### config.mk
export PLATFORM = sky130hd
export DESIGN_NAME = pcs_transmit
export DESIGN_NICKNAME = d
export VERILOG_FILES = /design/src/rtl/pcs_transmit_pkg.sv /design/src/rtl/pcs_transmit_encoder.sv /design/src/rtl/pcs_transmit.sv
export SDC_FILE = /design/constraint.sdc
export NUM_CORES = 1
export LEC_CHECK = 0
export ABC_AREA = 1
export CAP_MARGIN = 40
export CORE_MARGIN = 10
export CORE_UTILIZATION = 60
export CTS_CLUSTER_DIAMETER = 80
export DETAILED_ROUTE_END_ITERATION = 10
export DONT_BUFFER_PORTS = 1
export MAX_ROUTING_LAYER = met4
export PLACE_DENSITY = 0.76
export SLEW_MARGIN = 20
export SYNTH_ARGS = -nofsm -noshare
export SYNTH_HDL_FRONTEND = slang
export SYNTH_SLANG_ARGS = --single-unit
### constraint.sdc
create_clock -name Clk -period 12.3 [get_ports Clk]
set_input_delay 0.615 -clock Clk [delete_from_list [all_inputs] [get_ports Clk]]
set_output_delay 0.615 -clock Clk [all_outputs]
set_load 0.05 [all_outputs]
### src/rtl/pcs_transmit_pkg.sv
// 1000BASE-X PCS transmit shared definitions: code-group tables, ordered-set constants, FSM states.
// Latency: n/a (types, constants and pure functions only).
// Backpressure: n/a.
package pcs_transmit_pkg;

    // Octet values of the special characters used by the transmit path
    localparam logic [7:0] OCT_K28_5 = 8'hBC;
    localparam logic [7:0] OCT_K27_7 = 8'hFB;
    localparam logic [7:0] OCT_K29_7 = 8'hFD;
    localparam logic [7:0] OCT_K23_7 = 8'hF7;
    localparam logic [7:0] OCT_K30_7 = 8'hFE;
    localparam logic [7:0] OCT_D16_2 = 8'h50;
    localparam logic [7:0] OCT_D5_6  = 8'hC5;

    // Ordered-set code groups, bit order {a,b,c,d,e,i,f,g,h,j}
    localparam logic [9:0] K28_5_NEG = 10'b0011111010;
    localparam logic [9:0] K28_5_POS = 10'b1100000101;
    localparam logic [9:0] K27_7_NEG = 10'b1101101000;
    localparam logic [9:0] K27_7_POS = 10'b0010010111;
    localparam logic [9:0] K29_7_NEG = 10'b1011101000;
    localparam logic [9:0] K29_7_POS = 10'b0100010111;
    localparam logic [9:0] K23_7_NEG = 10'b1110101000;
    localparam logic [9:0] K23_7_POS = 10'b0001010111;
    localparam logic [9:0] K30_7_NEG = 10'b0111101000;
    localparam logic [9:0] K30_7_POS = 10'b1000010111;
    localparam logic [9:0] D16_2_NEG = 10'b0110110101;
    localparam logic [9:0] D16_2_POS = 10'b1001000101;
    localparam logic [9:0] D5_6_NEG  = 10'b1010010110;
    localparam logic [9:0] D5_6_POS  = 10'b1010010110;

    // One-hot transmit FSM states
    localparam logic [5:0] ST_IDLE_K    = 6'b000001;
    localparam logic [5:0] ST_IDLE_D    = 6'b000010;
    localparam logic [5:0] ST_SOP       = 6'b000100;
    localparam logic [5:0] ST_TX_PACKET = 6'b001000;
    localparam logic [5:0] ST_EPD2      = 6'b010000;
    localparam logic [5:0] ST_EPD3      = 6'b100000;

    typedef enum logic [5:0] {
        IDLE_K    = ST_IDLE_K,
        IDLE_D    = ST_IDLE_D,
        SOP       = ST_SOP,
        TX_PACKET = ST_TX_PACKET,
        EPD2      = ST_EPD2,
        EPD3      = ST_EPD3
    } tx_state_t;

    typedef struct packed {
        logic       hit;
        logic [9:0] cg;
    } os_lookup_t;

    // 5b/6b sub-block: EDCBA -> abcdei, selected by the entering running disparity
    function automatic logic [5:0] enc_5b6b(input logic [4:0] x, input logic rd);
        logic [5:0] r;
        r = 6'b000000;
        case (x)
            5'd0:  r = rd ? 6'b011000 : 6'b100111;
            5'd1:  r = rd ? 6'b100010 : 6'b011101;
            5'd2:  r = rd ? 6'b010010 : 6'b101101;
            5'd3:  r = 6'b110001;
            5'd4:  r = rd ? 6'b001010 : 6'b110101;
            5'd5:  r = 6'b101001;
            5'd6:  r = 6'b011001;
            5'd7:  r = rd ? 6'b000111 : 6'b111000;
            5'd8:  r = rd ? 6'b000110 : 6'b111001;
            5'd9:  r = 6'b100101;
            5'd10: r = 6'b010101;
            5'd11: r = 6'b110100;
            5'd12: r = 6'b001101;
            5'd13: r = 6'b101100;
            5'd14: r = 6'b011100;
            5'd15: r = rd ? 6'b101000 : 6'b010111;
            5'd16: r = rd ? 6'b100100 : 6'b011011;
            5'd17: r = 6'b100011;
            5'd18: r = 6'b010011;
            5'd19: r = 6'b110010;
            5'd20: r = 6'b001011;
            5'd21: r = 6'b101010;
            5'd22: r = 6'b011010;
            5'd23: r = rd ? 6'b000101 : 6'b111010;
            5'd24: r = rd ? 6'b001100 : 6'b110011;
            5'd25: r = 6'b100110;
            5'd26: r = 6'b010110;
            5'd27: r = rd ? 6'b001001 : 6'b110110;
            5'd28: r = 6'b001110;
            5'd29: r = rd ? 6'b010001 : 6'b101110;
            5'd30: r = rd ? 6'b100001 : 6'b011110;
            default: r = rd ? 6'b010100 : 6'b101011;
        endcase
        return r;
    endfunction

    // 3b/4b sub-block: HGF -> fghj. rd is the disparity after the 6b sub-block.
    // D.x.7 switches to the alternate form where the primary one would make
    // a run of five identical bits across the sub-block boundary.
    function automatic logic [3:0] enc_3b4b(input logic [2:0] y, input logic [4:0] x, input logic rd);
        logic [3:0] r;
        logic       alt;
        alt = rd ? (x == 5'd11 || x == 5'd13 || x == 5'd14)
                 : (x == 5'd17 || x == 5'd18 || x == 5'd20);
        r = 4'b0000;
        case (y)
            3'd0:    r = rd ? 4'b0100 : 4'b1011;
            3'd1:    r = 4'b1001;
            3'd2:    r = 4'b0101;
            3'd3:    r = rd ? 4'b0011 : 4'b1100;
            3'd4:    r = rd ? 4'b0010 : 4'b1101;
            3'd5:    r = 4'b1010;
            3'd6:    r = 4'b0110;
            default: r = alt ? (rd ? 4'b1000 : 4'b0111) : (rd ? 4'b0001 : 4'b1110);
        endcase
        return r;
    endfunction

    // Ordered-set characters come straight from the literal constants.
    // Any control octet outside the PCS set collapses to the comma.
    function automatic os_lookup_t ordered_set_code(input logic [7:0] octet, input logic is_k,
                                                    input logic rd);
        os_lookup_t r;
        r.hit = 1'b1;
        r.cg  = rd ? K28_5_POS : K28_5_NEG;
        if (is_k) begin
            case (octet)
                OCT_K27_7: r.cg = rd ? K27_7_POS : K27_7_NEG;
                OCT_K29_7: r.cg = rd ? K29_7_POS : K29_7_NEG;
                OCT_K23_7: r.cg = rd ? K23_7_POS : K23_7_NEG;
                OCT_K30_7: r.cg = rd ? K30_7_POS : K30_7_NEG;
                default:   r.cg = rd ? K28_5_POS : K28_5_NEG;
            endcase
        end else begin
            case (octet)
                OCT_D16_2: r.cg = rd ? D16_2_POS : D16_2_NEG;
                OCT_D5_6:  r.cg = rd ? D5_6_POS  : D5_6_NEG;
                default:   r.hit = 1'b0;
            endcase
        end
        return r;
    endfunction

endpackage

### src/rtl/pcs_transmit_encoder.sv
// Combinational 8b/10b encoder for data octets and the PCS control characters.
// Latency: 0 cycles (pure combinational).
// Backpressure: none.
// Ports: octet/is_k select the character, rd_in is the entering running
// disparity (1 = positive); code_group is {a..j} with a at bit 9, rd_out the
// disparity after it.
module encoder_8b10b
    import pcs_transmit_pkg::*;
(
    input  logic [7:0] octet,
    input  logic       is_k,
    input  logic       rd_in,
    output logic [9:0] code_group,
    output logic       rd_out
);

    logic [5:0] sb6;
    logic [3:0] sb4;
    logic       rd_mid;
    logic [2:0] ones6;
    logic [3:0] ones10;
    os_lookup_t os;

    always_comb begin
        sb6    = enc_5b6b(octet[4:0], rd_in);
        ones6  = 3'($countones(sb6));
        // An unbalanced 6b block sets the disparity seen by the 4b block
        rd_mid = (ones6 > 3'd3) ? 1'b1 : ((ones6 < 3'd3) ? 1'b0 : rd_in);
        sb4    = enc_3b4b(octet[7:5], octet[4:0], rd_mid);
        os     = ordered_set_code(octet, is_k, rd_in);

        code_group = (os.hit) ? os.cg : {sb6, sb4};

        // A legal code group carries 4, 5 or 6 ones, so its weight alone
        // gives the resulting running disparity.
        ones10 = 4'($countones(code_group));
        rd_out = (ones10 > 4'd5) ? 1'b1 : ((ones10 < 4'd5) ? 1'b0 : rd_in);
    end

endmodule

### src/rtl/pcs_transmit.sv
// 1000BASE-X PCS transmit: GMII TXD/TX_EN/TX_ER to a continuous 10-bit code-group stream.
// Latency: 1 cycle, every output registered; one code group loaded per clock.
// Backpressure: none, the stream never stalls; TX_EN is ignored outside IDLE_D/TX_PACKET.
// Ports: Clk, mr_main_reset (async, active high); TXD/TX_EN/TX_ER GMII inputs;
// PUDI code group {a..j} with a at bit 9; tx_even marks even positions;
// transmitting is high while /S/, data, /V/, /T/ or /R/ is on PUDI.
module pcs_transmit
    import pcs_transmit_pkg::*;
(
    input  logic       Clk,
    input  logic       mr_main_reset,
    input  logic [7:0] TXD,
    input  logic       TX_EN,
    input  logic       TX_ER,
    output logic [9:0] PUDI,
    output logic       tx_even,
    output logic       transmitting
);

    // state names the code group loaded on the next edge
    tx_state_t  state;
    tx_state_t  state_nxt;
    logic       rd;
    logic       i1_sel;
    logic       i1_sel_nxt;
    logic       xmit_nxt;
    logic [7:0] enc_octet;
    logic       enc_is_k;
    logic [9:0] enc_cg;
    logic       enc_rd;

    encoder_8b10b u_encoder (
        .octet      (enc_octet),
        .is_k       (enc_is_k),
        .rd_in      (rd),
        .code_group (enc_cg),
        .rd_out     (enc_rd)
    );

    always_comb begin
        state_nxt  = IDLE_K;
        i1_sel_nxt = i1_sel;
        xmit_nxt   = 1'b0;
        enc_octet  = OCT_K28_5;
        enc_is_k   = 1'b1;
        case (state)
            IDLE_K: begin
                // /I1/ after a positive-rd comma restores negative rd
                i1_sel_nxt = rd;
                state_nxt  = IDLE_D;
            end
            IDLE_D: begin
                enc_octet = i1_sel ? OCT_D5_6 : OCT_D16_2;
                enc_is_k  = 1'b0;
                state_nxt = TX_EN ? SOP : IDLE_K;
            end
            SOP: begin
                // the preamble octet on TXD this cycle is replaced by /S/
                enc_octet = OCT_K27_7;
                xmit_nxt  = 1'b1;
                state_nxt = TX_PACKET;
            end
            TX_PACKET: begin
                xmit_nxt = 1'b1;
                if (TX_EN) begin
                    enc_octet = TX_ER ? OCT_K30_7 : TXD;
                    enc_is_k  = TX_ER;
                    state_nxt = TX_PACKET;
                end else begin
                    enc_octet = OCT_K29_7;
                    state_nxt = EPD2;
                end
            end
            EPD2: begin
                enc_octet = OCT_K23_7;
                xmit_nxt  = 1'b1;
                // current PUDI odd means this /R/ is even: add a second /R/
                // so the next comma lands on an even position
                state_nxt = tx_even ? IDLE_K : EPD3;
            end
            EPD3: begin
                enc_octet = OCT_K23_7;
                xmit_nxt  = 1'b1;
                state_nxt = IDLE_K;
            end
            default: begin
                state_nxt = IDLE_K;
            end
        endcase
    end

    always_ff @(posedge Clk or posedge mr_main_reset) begin
        if (mr_main_reset) begin
            state        <= IDLE_D;
            PUDI         <= K28_5_NEG;
            tx_even      <= 1'b1;
            rd           <= 1'b1;
            i1_sel       <= 1'b0;
            transmitting <= 1'b0;
        end else begin
            state        <= state_nxt;
            PUDI         <= enc_cg;
            tx_even      <= ~tx_even;
            rd           <= enc_rd;
            i1_sel       <= i1_sel_nxt;
            transmitting <= xmit_nxt;
        end
    end

endmodule

==> results of run 1 <==
[synth_stat cells (3+ instances only)]
master	number	area, um2
sky130_fd_sc_hd__nand2_2	13	81.3
sky130_fd_sc_hd__inv_1	40	150
sky130_fd_sc_hd__nor2_4	8	90.1
sky130_fd_sc_hd__nand3_1	57	285
sky130_fd_sc_hd__nand2_1	135	507
sky130_fd_sc_hd__a21oi_1	18	90.1
sky130_fd_sc_hd__inv_2	13	48.8
sky130_fd_sc_hd__nor2_2	14	87.6
sky130_fd_sc_hd__nor2_1	84	315
sky130_fd_sc_hd__o21ai_1	7	35.0
sky130_fd_sc_hd__nor3_1	6	30.0
sky130_fd_sc_hd__ha_1	11	138
sky130_fd_sc_hd__fa_1	8	160
sky130_fd_sc_hd__nand3_4	3	52.6
sky130_fd_sc_hd__buf_2	5	25.0
sky130_fd_sc_hd__nand4_1	12	75.1
sky130_fd_sc_hd__xor2_1	3	26.3
sky130_fd_sc_hd__dfstp_2	9	236
sky130_fd_sc_hd__nand3_2	6	60.1
sky130_fd_sc_hd__a31oi_1	3	18.8
sky130_fd_sc_hd__o21ai_0	10	50.1
sky130_fd_sc_hd__dfrtp_1	11	275
[state kept, by name (all words and copies together) (netlist names)]
register,flops
PUDI,10
i1_sel,1
rd,1
state,6
transmitting,1
tx_even,1
[critical path: cells and delay by family, from the launching register on]
| family | cells | cell delay, ns |
|---|---|---|
| xor gates and xnor gates | 1 | 0.16 |
| buffers and inverters | 4 | 0.36 |
| adders and majority gates | 7 | 2.48 |
| AOI/OAI and AO/OA | 4 | 0.68 |
| and+or+nand+nor | 16 | 2.81 |
| DFF | 1 | 0.56 |
[area by class of cell]
type	count	area, um2	share of cell area
Clock inverter	1	30.0	0.00972
Multi-Input combinational cell	411	2220	0.720
Inverter	53	199	0.0644
Clock buffer	3	41.3	0.0134
Sequential cell	20	512	0.166
Tap cell	67	83.8	0.0271
[through the flow]
step	setup WS, ns	hold WS, ns	cell area (um2)	util
final	5.14	0.351	3090	0.645
after floorplan	6.29	0.474	3000	-
after CTS	5.23	0.368	3090	0.645
after global placement	5.51	0.506	3020	0.631
after global routing	4.67	0.389	3090	0.645
after detailed placement	5.18	0.519	3020	0.631
[kinds of logic after synthesis]
kind of cell / Yosys count / synth area share
flops: 20 / 0.171
xor+xnor: 3 / 0.00876
fa+ha+maj: 19 / 0.0992
buf+inv: 64 / 0.0884
compound gates: 46 / 0.0855
simple gates: 343 / 0.548
[cell usage in the layout (no fill, tap or decap), types with 6 or more instances in the layout]
| master | count |
|---|---|
| sky130_fd_sc_hd__nand2_1 | 135 |
| sky130_fd_sc_hd__nor2_1 | 84 |
| sky130_fd_sc_hd__nand3_1 | 57 |
| sky130_fd_sc_hd__inv_1 | 40 |
| sky130_fd_sc_hd__a21oi_1 | 18 |
| sky130_fd_sc_hd__nor2_2 | 14 |
| sky130_fd_sc_hd__inv_2 | 13 |
| sky130_fd_sc_hd__nand2_2 | 13 |
| sky130_fd_sc_hd__nand4_1 | 12 |
| sky130_fd_sc_hd__dfrtp_1 | 11 |
| sky130_fd_sc_hd__ha_1 | 11 |
| sky130_fd_sc_hd__o21ai_0 | 10 |
| sky130_fd_sc_hd__dfstp_2 | 9 |
| sky130_fd_sc_hd__nor2_4 | 8 |
| sky130_fd_sc_hd__fa_1 | 8 |
| sky130_fd_sc_hd__o21ai_1 | 7 |
| sky130_fd_sc_hd__nand3_2 | 6 |
| sky130_fd_sc_hd__nor3_1 | 6 |
[worst paths after layout]
path,to,cells past startpoint,start
min in group Clk,state[4],1,TX_EN
worst min register to register,i1_sel,2,i1_sel
worst max-delay path,rd,32,state[1]
worst max register to register,rd,32,state[1]
worst min-delay path,PUDI[2],1,mr_main_reset
max in group asynchronous,PUDI[0],1,mr_main_reset
[layer usage]
| layer | vias to the layer above | global-route usage |
|---|---|---|
| met5 | - | - |
| met4 | 0 | 0.0570 |
| met3 | 37 | 0.0549 |
| met2 | 198 | 0.320 |
| met1 | 1489 | 0.280 |
| li1 | 1598 | - |
==> PnR_summary.wiki, run 1 <==
{| class="wikitable"
! Metric !! Value
|-
| Outcome || complete, no violations
|-
| Type of the worst setup path || reg2reg
|-
| Startpoint types || register
|-
| Last weighted congestion value of the routability-driven placer || 1.11
|-
| Total of fill cells in the finished design || 453
|-
| Async set or reset register ratio after synthesis || 1.00
|-
| Met3 WL post-DR || 1.08 mm
|-
| Register area share after synthesis || 0.171
|-
| Final net count || 520
|-
| Pin count of the biggest net entering global routing || 31
|-
| Final ANT Viol Nets || 0
|-
| Setup_tns || 0 ns
|-
| Top achievable clock speed || 0.140 GHz
|-
| Library cell contributing the largest single delay on the critical path || sky130_fd_sc_hd__dfstp_2
|-
| HPWL Detailed || 7.11 mm
|-
| Std-Cell Core Area || 0.00479 mm2
|-
| WL met1 || 3.69 mm
|-
| Post-CTS clock slew at the launch and capture registers of the worst setup and hold paths || 0.08 ns
|-
| Setup slack on the worst flop-to-flop path || 5.14 ns
|-
| Max-slew violation total from the final report || 0
|-
| Relative slew slack || 0.437
|-
| Number of antenna violations at the first check in global routing || 0
|-
| Class of the worst hold path || in2async
|-
| Post-CTS Resized || 0
|-
| Prevailing post-synth register cell || sky130_fd_sc_hd__dfrtp_1
|-
| Wire length per cell after detailed routing || 16.1 um
|-
| Clock latency on the worst-skew pair || 0.27 ns
|-
| Count of flip-flops with a built-in enable after synthesis || 0
|-
| Max Clock Skew || 0.0100 ns
|-
| Number of violations of the max-capacitance limit || 0
|-
| Post-synthesis instance area || 0.00300 mm2
|-
| Share of the cycle needed by the critical path after routing || 0.582
|-
| # hold bufs at CTS || 0
|-
| Required arrival time at the worst endpoint || 12.48 ns
|-
| Synthesized flop and latch total || 20
|-
| DRC violation count after routing || 0
|-
| WL final || 8.92 mm
|-
| TritonCTS clock tree || done
|-
| Starting density of the core || 0.627
|-
| Count of standard-cell rows || 25
|-
| Global route total overflow || 0
|-
| Met2 routed WL || 3.93 mm
|-
| Global-route wire length before repair || 14.6 mm
|-
| Endpoint class of the critical path || register
|-
| Slowest cell delay on critical path || 0.56 ns
|-
| RSZ-0062 raised after global routing || false
|-
| Synthesized netlist cell count || 495
|-
| Number of placed I/O pins || 24
|-
| Worst Path Max Fanout || 30
|-
| Final Instance Count excl. Fillers || 555
|-
| Area growth from synthesis to final layout || 2.96%
|-
| Root buffer cell || sky130_fd_sc_hd__clkbuf_8
|-
| Total track usage || 0.215
|-
| Total number of vias || 3,322
|-
| Clock Path Buffers || 2
|-
| Clock sink count || 20
|-
| Number of CTS-inserted buffers || 3
|-
| H-tree Lvls || 1
|-
| Drt first-iter violations || 513
|-
| Detailed Routing Iterations Pass 1 || 7
|-
| Number of instances in the placed design || 551
|-
| Port Buf Inserts || 0
|-
| Die Y || 90.7 um
|-
| Mean instance size in the synthesized netlist || 6.06 um2
|-
| Worst EP arrival || 7.34 ns
|-
| Top layer used by detailed routing || met4
|-
| Via count of the first global-routing pass || 3,044
|-
| Syn nets || 526
|-
| Final min period || 7.16 ns
|-
| Synthesis Warnings || 0
|-
| Number of unique standard cell types used by synthesis || 38
|-
| Number of buffers inserted to repair setup after CTS || 0
|-
| Full die area || 0.00823 mm2
|-
| DIE WIDTH || 90.7 um
|-
| Actual slew at the worst max-slew pin || 0.844 ns
|-
| Final setup violation count || 0
|-
| Share of post-route cells with drive strength above 1 || 0.152
|-
| Number of diodes || 0
|-
| Final hold violations || 0
|-
| Vias per cell || 5.99
|}
Power of run 1 is not shown: default switching activity piles up to over one toggle a cycle in this logic, so the estimate is an artifact.
==> inputs of run 2 (changes only) <==
==> constraint.sdc (replaced) <==
create_clock -name Clk -period 7.5 [get_ports Clk]
set_input_delay 0.375 -clock Clk [delete_from_list [all_inputs] [get_ports Clk]]
set_output_delay 0.375 -clock Clk [all_outputs]
set_load 0.05 [all_outputs]
==> PnR_summary.wiki, run 2 (same netlist as run 1, synthesis figures left out) <==
{| class="wikitable"
! Metric !! Value
|-
| Total number of vias || 3,261
|-
| Post-CTS Resized || 0
|-
| Required arrival time at the worst endpoint || 7.69 ns
|-
| Final setup violation count || 0
|-
| Logic depth of the worst register-to-register path || 30
|-
| Pin count of the biggest net entering global routing || 31
|-
| H-tree Lvls || 1
|-
| Max-slew violation total from the final report || 0
|-
| Clock sink count || 20
|-
| HPWL Detailed || 6.89 mm
|-
| Port Buf Inserts || 0
|-
| Number of diodes || 0
|-
| Number of CTS-inserted buffers || 3
|-
| Critical Path Most Common Cell || sky130_fd_sc_hd__fa_1
|-
| Starting density of the core || 0.627
|-
| Via count of the first global-routing pass || 3,007
|-
| Standard cell area after detailed placement || 0.00302 mm2
|-
| Finished layout cell area || 0.00310 mm2
|-
| Vias per cell || 5.83
|-
| Number of buffers inserted to repair setup after CTS || 0
|-
| Library cell contributing the largest single delay on the critical path || sky130_fd_sc_hd__fa_1
|-
| Last weighted congestion value of the routability-driven placer || 1.14
|-
| Clock latency on the worst-skew pair || 0.26 ns
|-
| Slowest cell delay on critical path || 0.49 ns
|-
| Top achievable clock speed || 0.147 GHz
|-
| Setup_tns || 0 ns
|-
| Number of antenna violations at the first check in global routing || 0
|-
| Largest registers || PUDI x10, state x6
|-
| DP Worst Slack || 0.539 ns
|-
| Bufs and invs on worst path || 3
|-
| DRC violation count after routing || 0
|-
| Post-CTS clock slew at the launch and capture registers of the worst setup and hold paths || 0.07 ns
|-
| TritonCTS clock tree || done
|-
| Die Y || 90.7 um
|-
| Class of the worst hold path || in2async
|-
| Levels on crit path || 30
|-
| Final min period || 6.80 ns
|-
| Area growth from synthesis to final layout || 3.38%
|-
| Global-route wire length before repair || 14.5 mm
|-
| Number of violations of the max-capacitance limit || 0
|-
| Final ANT Viol Nets || 0
|-
| Outcome || complete, no violations
|-
| Wire length per cell after detailed routing || 15.6 um
|-
| Detailed Routing Iterations Pass 1 || 6
|-
| Total track usage || 0.212
|-
| Type of the worst setup path || reg2reg
|-
| WL final || 8.74 mm
|-
| Max Clock Skew || 0.00135 ns
|-
| Count of standard-cell rows || 25
|-
| Share of the cycle needed by the critical path after routing || 0.906
|-
| Flip-flop count of the largest register, all copies and words added || 10
|-
| Clock Path Buffers || 2
|-
| Drt first-iter violations || 514
|-
| Share of post-route cells with drive strength above 1 || 0.159
|-
| Std-Cell Core Area || 0.00479 mm2
|-
| Global route total overflow || 0
|-
| Worst EP arrival || 6.98 ns
|-
| Actual slew at the worst max-slew pin || 0.789 ns
|-
| Endpoint class of the critical path || register
|-
| DIE WIDTH || 90.7 um
|-
| RSZ-0062 raised after global routing || false
|-
| Startpoint types || register
|-
| Root buffer cell || sky130_fd_sc_hd__clkbuf_8
|-
| Leading cell types in the layout, fill and taps excluded || sky130_fd_sc_hd__nand2_1 (135), sky130_fd_sc_hd__nor2_1 (84), sky130_fd_sc_hd__nand3_1 (57), sky130_fd_sc_hd__inv_1 (40), sky130_fd_sc_hd__a21oi_1 (18)
|-
| Final net count || 524
|-
| Number of placed I/O pins || 24
|-
| Relative slew slack || 0.473
|-
| Largest delay share family, worst path || simple AND/OR/NAND/NOR gates
|-
| Worst Path Max Fanout || 27
|-
| Full die area || 0.00823 mm2
|-
| Final setup slack of the worst path || 0.703 ns
|-
| Leading cell type in the layout, fill and taps excluded || sky130_fd_sc_hd__nand2_1
|-
| Largest Register || PUDI
|-
| Hold Worst Slack || 0.114 ns
|-
| # hold bufs at CTS || 0
|-
| Final hold violations || 0
|}
==> run 2: cell types whose count changed in the layout (fill, tap and decap cells not counted), sizes merged <==
cell,before,now
buf,0,3
bufinv,1,0
clkbuf,3,4
nor2,106,107
==> run 2: path summary, 6_finish.rpt <==
kind | endpoint | start | slack [ns]
setup / recovery | rd | state[5] | 0.70
hold / removal | PUDI[0] | mr_main_reset | 0.11
setup reg to reg | rd | state[5] | 0.70
hold reg to reg | i1_sel | i1_sel | 0.54
max in group asynchronous | PUDI[9] | mr_main_reset | 6.94
min in group Clk | state[4] | TX_EN | 0.18
==> run 2: cell type report <==
| type | instances | area, um2 |
|---|---|---|
| multi-input combinational | 412 | 2230 |
| tap | 67 | 83.8 |
| fill | 468 | 1680 |
| clock buffer | 4 | 55.1 |
| timing repair buffer | 3 | 22.5 |
| inverter | 53 | 199 |
| sequential | 20 | 512 |
==> run 2: worst register-to-register path: cells and delay by family, from the launching register on <==
kind	cells	cell delay (ns)
buf+inv	3	0.31
flops	1	0.43
compound gates	4	0.65
fa+ha+maj	7	2.45
xor+xnor	1	0.16
simple gates	15	2.73
==> run 2: routing by layer <==
metal / track usage / wire length [um] / vias to the layer above
li1: - / - / 1599
met1: 0.287 / 3820 / 1444
met2: 0.311 / 3830 / 205
met3: 0.0382 / 960 / 13
met4: 0.0597 / 122 / 0
met5: - / 0 / -
==> run 2: metrics by stage <==
stage	std cells	utilization
floorplan	495	-
global placement	551	0.631
detailed placement	551	0.631
CTS	555	0.642
global route	559	0.648
finish	559	0.648
Power of run 2 is left out for the same reason.
==> inputs of run 3 (changes only) <==
--- a/config.mk
+++ b/config.mk
@@ -6,7 +6,8 @@
 export NUM_CORES = 1
 export LEC_CHECK = 0
 export ABC_AREA = 1
-export CAP_MARGIN = 40
+export CAP_MARGIN = 10
+export CORE_ASPECT_RATIO = 2
 export CORE_MARGIN = 10
 export CORE_UTILIZATION = 60
 export CTS_CLUSTER_DIAMETER = 80
==> PnR_summary.wiki, run 3 (same netlist as run 1, synthesis figures left out) <==
{| class="wikitable"
! Metric !! Value
|-
| Count of standard-cell rows || 36
|-
| Full die area || 0.00840 mm2
|-
| Starting density of the core || 0.617
|-
| Area growth from synthesis to final layout || 3.21%
|-
| Worst EP arrival || 7.07 ns
|-
| Endpoint class of the critical path || register
|-
| Global-route wire length before repair || 16.4 mm
|-
| Worst Path Max Fanout || 7
|-
| WL final || 10.5 mm
|-
| Root buffer cell || sky130_fd_sc_hd__clkbuf_8
|-
| Drt first-iter violations || 384
|-
| Number of antenna violations at the first check in global routing || 0
|-
| Final hold violations || 0
|-
| Die Y || 120 um
|-
| Std-Cell Core Area || 0.00486 mm2
|-
| Relative slew slack || 0.433
|-
| Detailed Routing Iterations Pass 1 || 5
|-
| Class of the worst hold path || in2async
|-
| Largest registers || PUDI x10, state x6
|-
| Outcome || complete, no violations
|-
| Final min period || 6.87 ns
|-
| Number of diodes || 0
|-
| Total number of vias || 3,378
|-
| Number of CTS-inserted buffers || 3
|-
| DRC violation count after routing || 0
|-
| Utilization after layout || 0.637
|-
| Flip-flop count of the largest register, all copies and words added || 10
|-
| Slowest cell delay on critical path || 0.56 ns
|-
| Startpoint types || register
|-
| Total of fill cells in the finished design || 503
|-
| Port Buf Inserts || 0
|-
| Critical Path Most Common Cell || sky130_fd_sc_hd__nor2_1
|-
| DIE WIDTH || 70.0 um
|-
| Global route total overflow || 0
|-
| Setup_tns || 0 ns
|-
| Last weighted congestion value of the routability-driven placer || 1.09
|-
| Clock Path Buffers || 2
|-
| Leading cell type in the layout, fill and taps excluded || sky130_fd_sc_hd__nand2_1
|-
| H-tree Lvls || 1
|-
| # hold bufs at CTS || 0
|-
| Final ANT Viol Nets || 0
|-
| Post-CTS clock slew at the launch and capture registers of the worst setup and hold paths || 0.08 ns
|-
| Leading cell types in the layout, fill and taps excluded || sky130_fd_sc_hd__nand2_1 (135), sky130_fd_sc_hd__nor2_1 (84), sky130_fd_sc_hd__nand3_1 (57), sky130_fd_sc_hd__inv_1 (40), sky130_fd_sc_hd__a21oi_1 (18)
|-
| Max-slew violation total from the final report || 0
|-
| Top achievable clock speed || 0.146 GHz
|-
| Number of placed I/O pins || 24
|-
| Total track usage || 0.247
|-
| Final net count || 522
|-
| Number of buffers inserted to repair setup after CTS || 0
|-
| GR met1 Demand/Resource || 0.223
|-
| Share of post-route cells with drive strength above 1 || 0.155
|-
| HPWL Detailed || 8.37 mm
|-
| Required arrival time at the worst endpoint || 7.70 ns
|-
| Type of the worst setup path || reg2reg
|-
| Global routing met3 resource utilization || 0.0289
|-
| Wire length per cell after detailed routing || 19.2 um
|-
| Final setup violation count || 0
|-
| Clock sink count || 20
|-
| Via count of the first global-routing pass || 3,389
|-
| Share of the cycle needed by the critical path after routing || 0.916
|-
| Vias per cell || 6.18
|-
| Pin count of the biggest net entering global routing || 30
|-
| Global route hottest layer || met2
|-
| RSZ-0062 raised after global routing || false
|-
| Post-CTS Resized || 0
|-
| Met2 GRT Util || 0.455
|-
| Clock latency on the worst-skew pair || 0.27 ns
|-
| Actual slew at the worst max-slew pin || 0.849 ns
|-
| Max Clock Skew || 0.00251 ns
|-
| Number of violations of the max-capacitance limit || 0
|-
| TritonCTS clock tree || done
|-
| Library cell contributing the largest single delay on the critical path || sky130_fd_sc_hd__dfstp_2
|-
| Largest Register || PUDI
|}
## run 3: through the flow
stage | setup slack (ns) | instances | instance area, um2 | hold WS (ns)
after detailed placement | 0.705 | 542 | 3010 | 0.446
after CTS | 0.700 | 546 | 3080 | 0.158
after global placement | 0.886 | 542 | 3010 | 0.446
after floorplan | 1.55 | 495 | 3000 | 0.332
final | 0.628 | 547 | 3100 | 0.161
after global routing | 0.0280 | 547 | 3100 | 0.150
## run 3: metal layers
metal / part of all wire / wire (um)
met1: 0.32 / 3360
met2: 0.52 / 5520
met3: 0.062 / 648
met4: 0.095 / 994
met5: 0 / 0
## run 3: layout make-up
class                           instances  area (um2)  share of cell area
Multi-Input combinational cell        412        2240               0.722
Timing Repair Buffer                    1        7.51             0.00242
Tap cell                               57        71.3              0.0230
Sequential cell                        20         512               0.165
Clock inverter                          1        30.0             0.00970
Clock buffer                            3        41.3              0.0133
Inverter                               53         199              0.0642
## run 3: critical path: cells and delay by family, from the launching register on
kind | cells | cell delay, ns
AOI/OAI and AO/OA | 4 | 0.67
xor gates and xnor gates | 1 | 0.16
adders and majority gates | 7 | 2.42
buffers and inverters | 4 | 0.34
DFF | 1 | 0.56
and+or+nand+nor | 17 | 2.63
## run 3: final timing paths
check,startpoint,to,slack [ns],depth (start not counted)
setup reg to reg,state[1],rd,0.63,33
max in group asynchronous,mr_main_reset,PUDI[8],6.82,1
hold / removal,mr_main_reset,transmitting,0.16,1
setup / recovery,state[1],rd,0.63,33
min in group Clk,TX_EN,state[4],0.16,1
hold reg to reg,i1_sel,i1_sel,0.57,2
Power of run 3 is left out for the same reason.
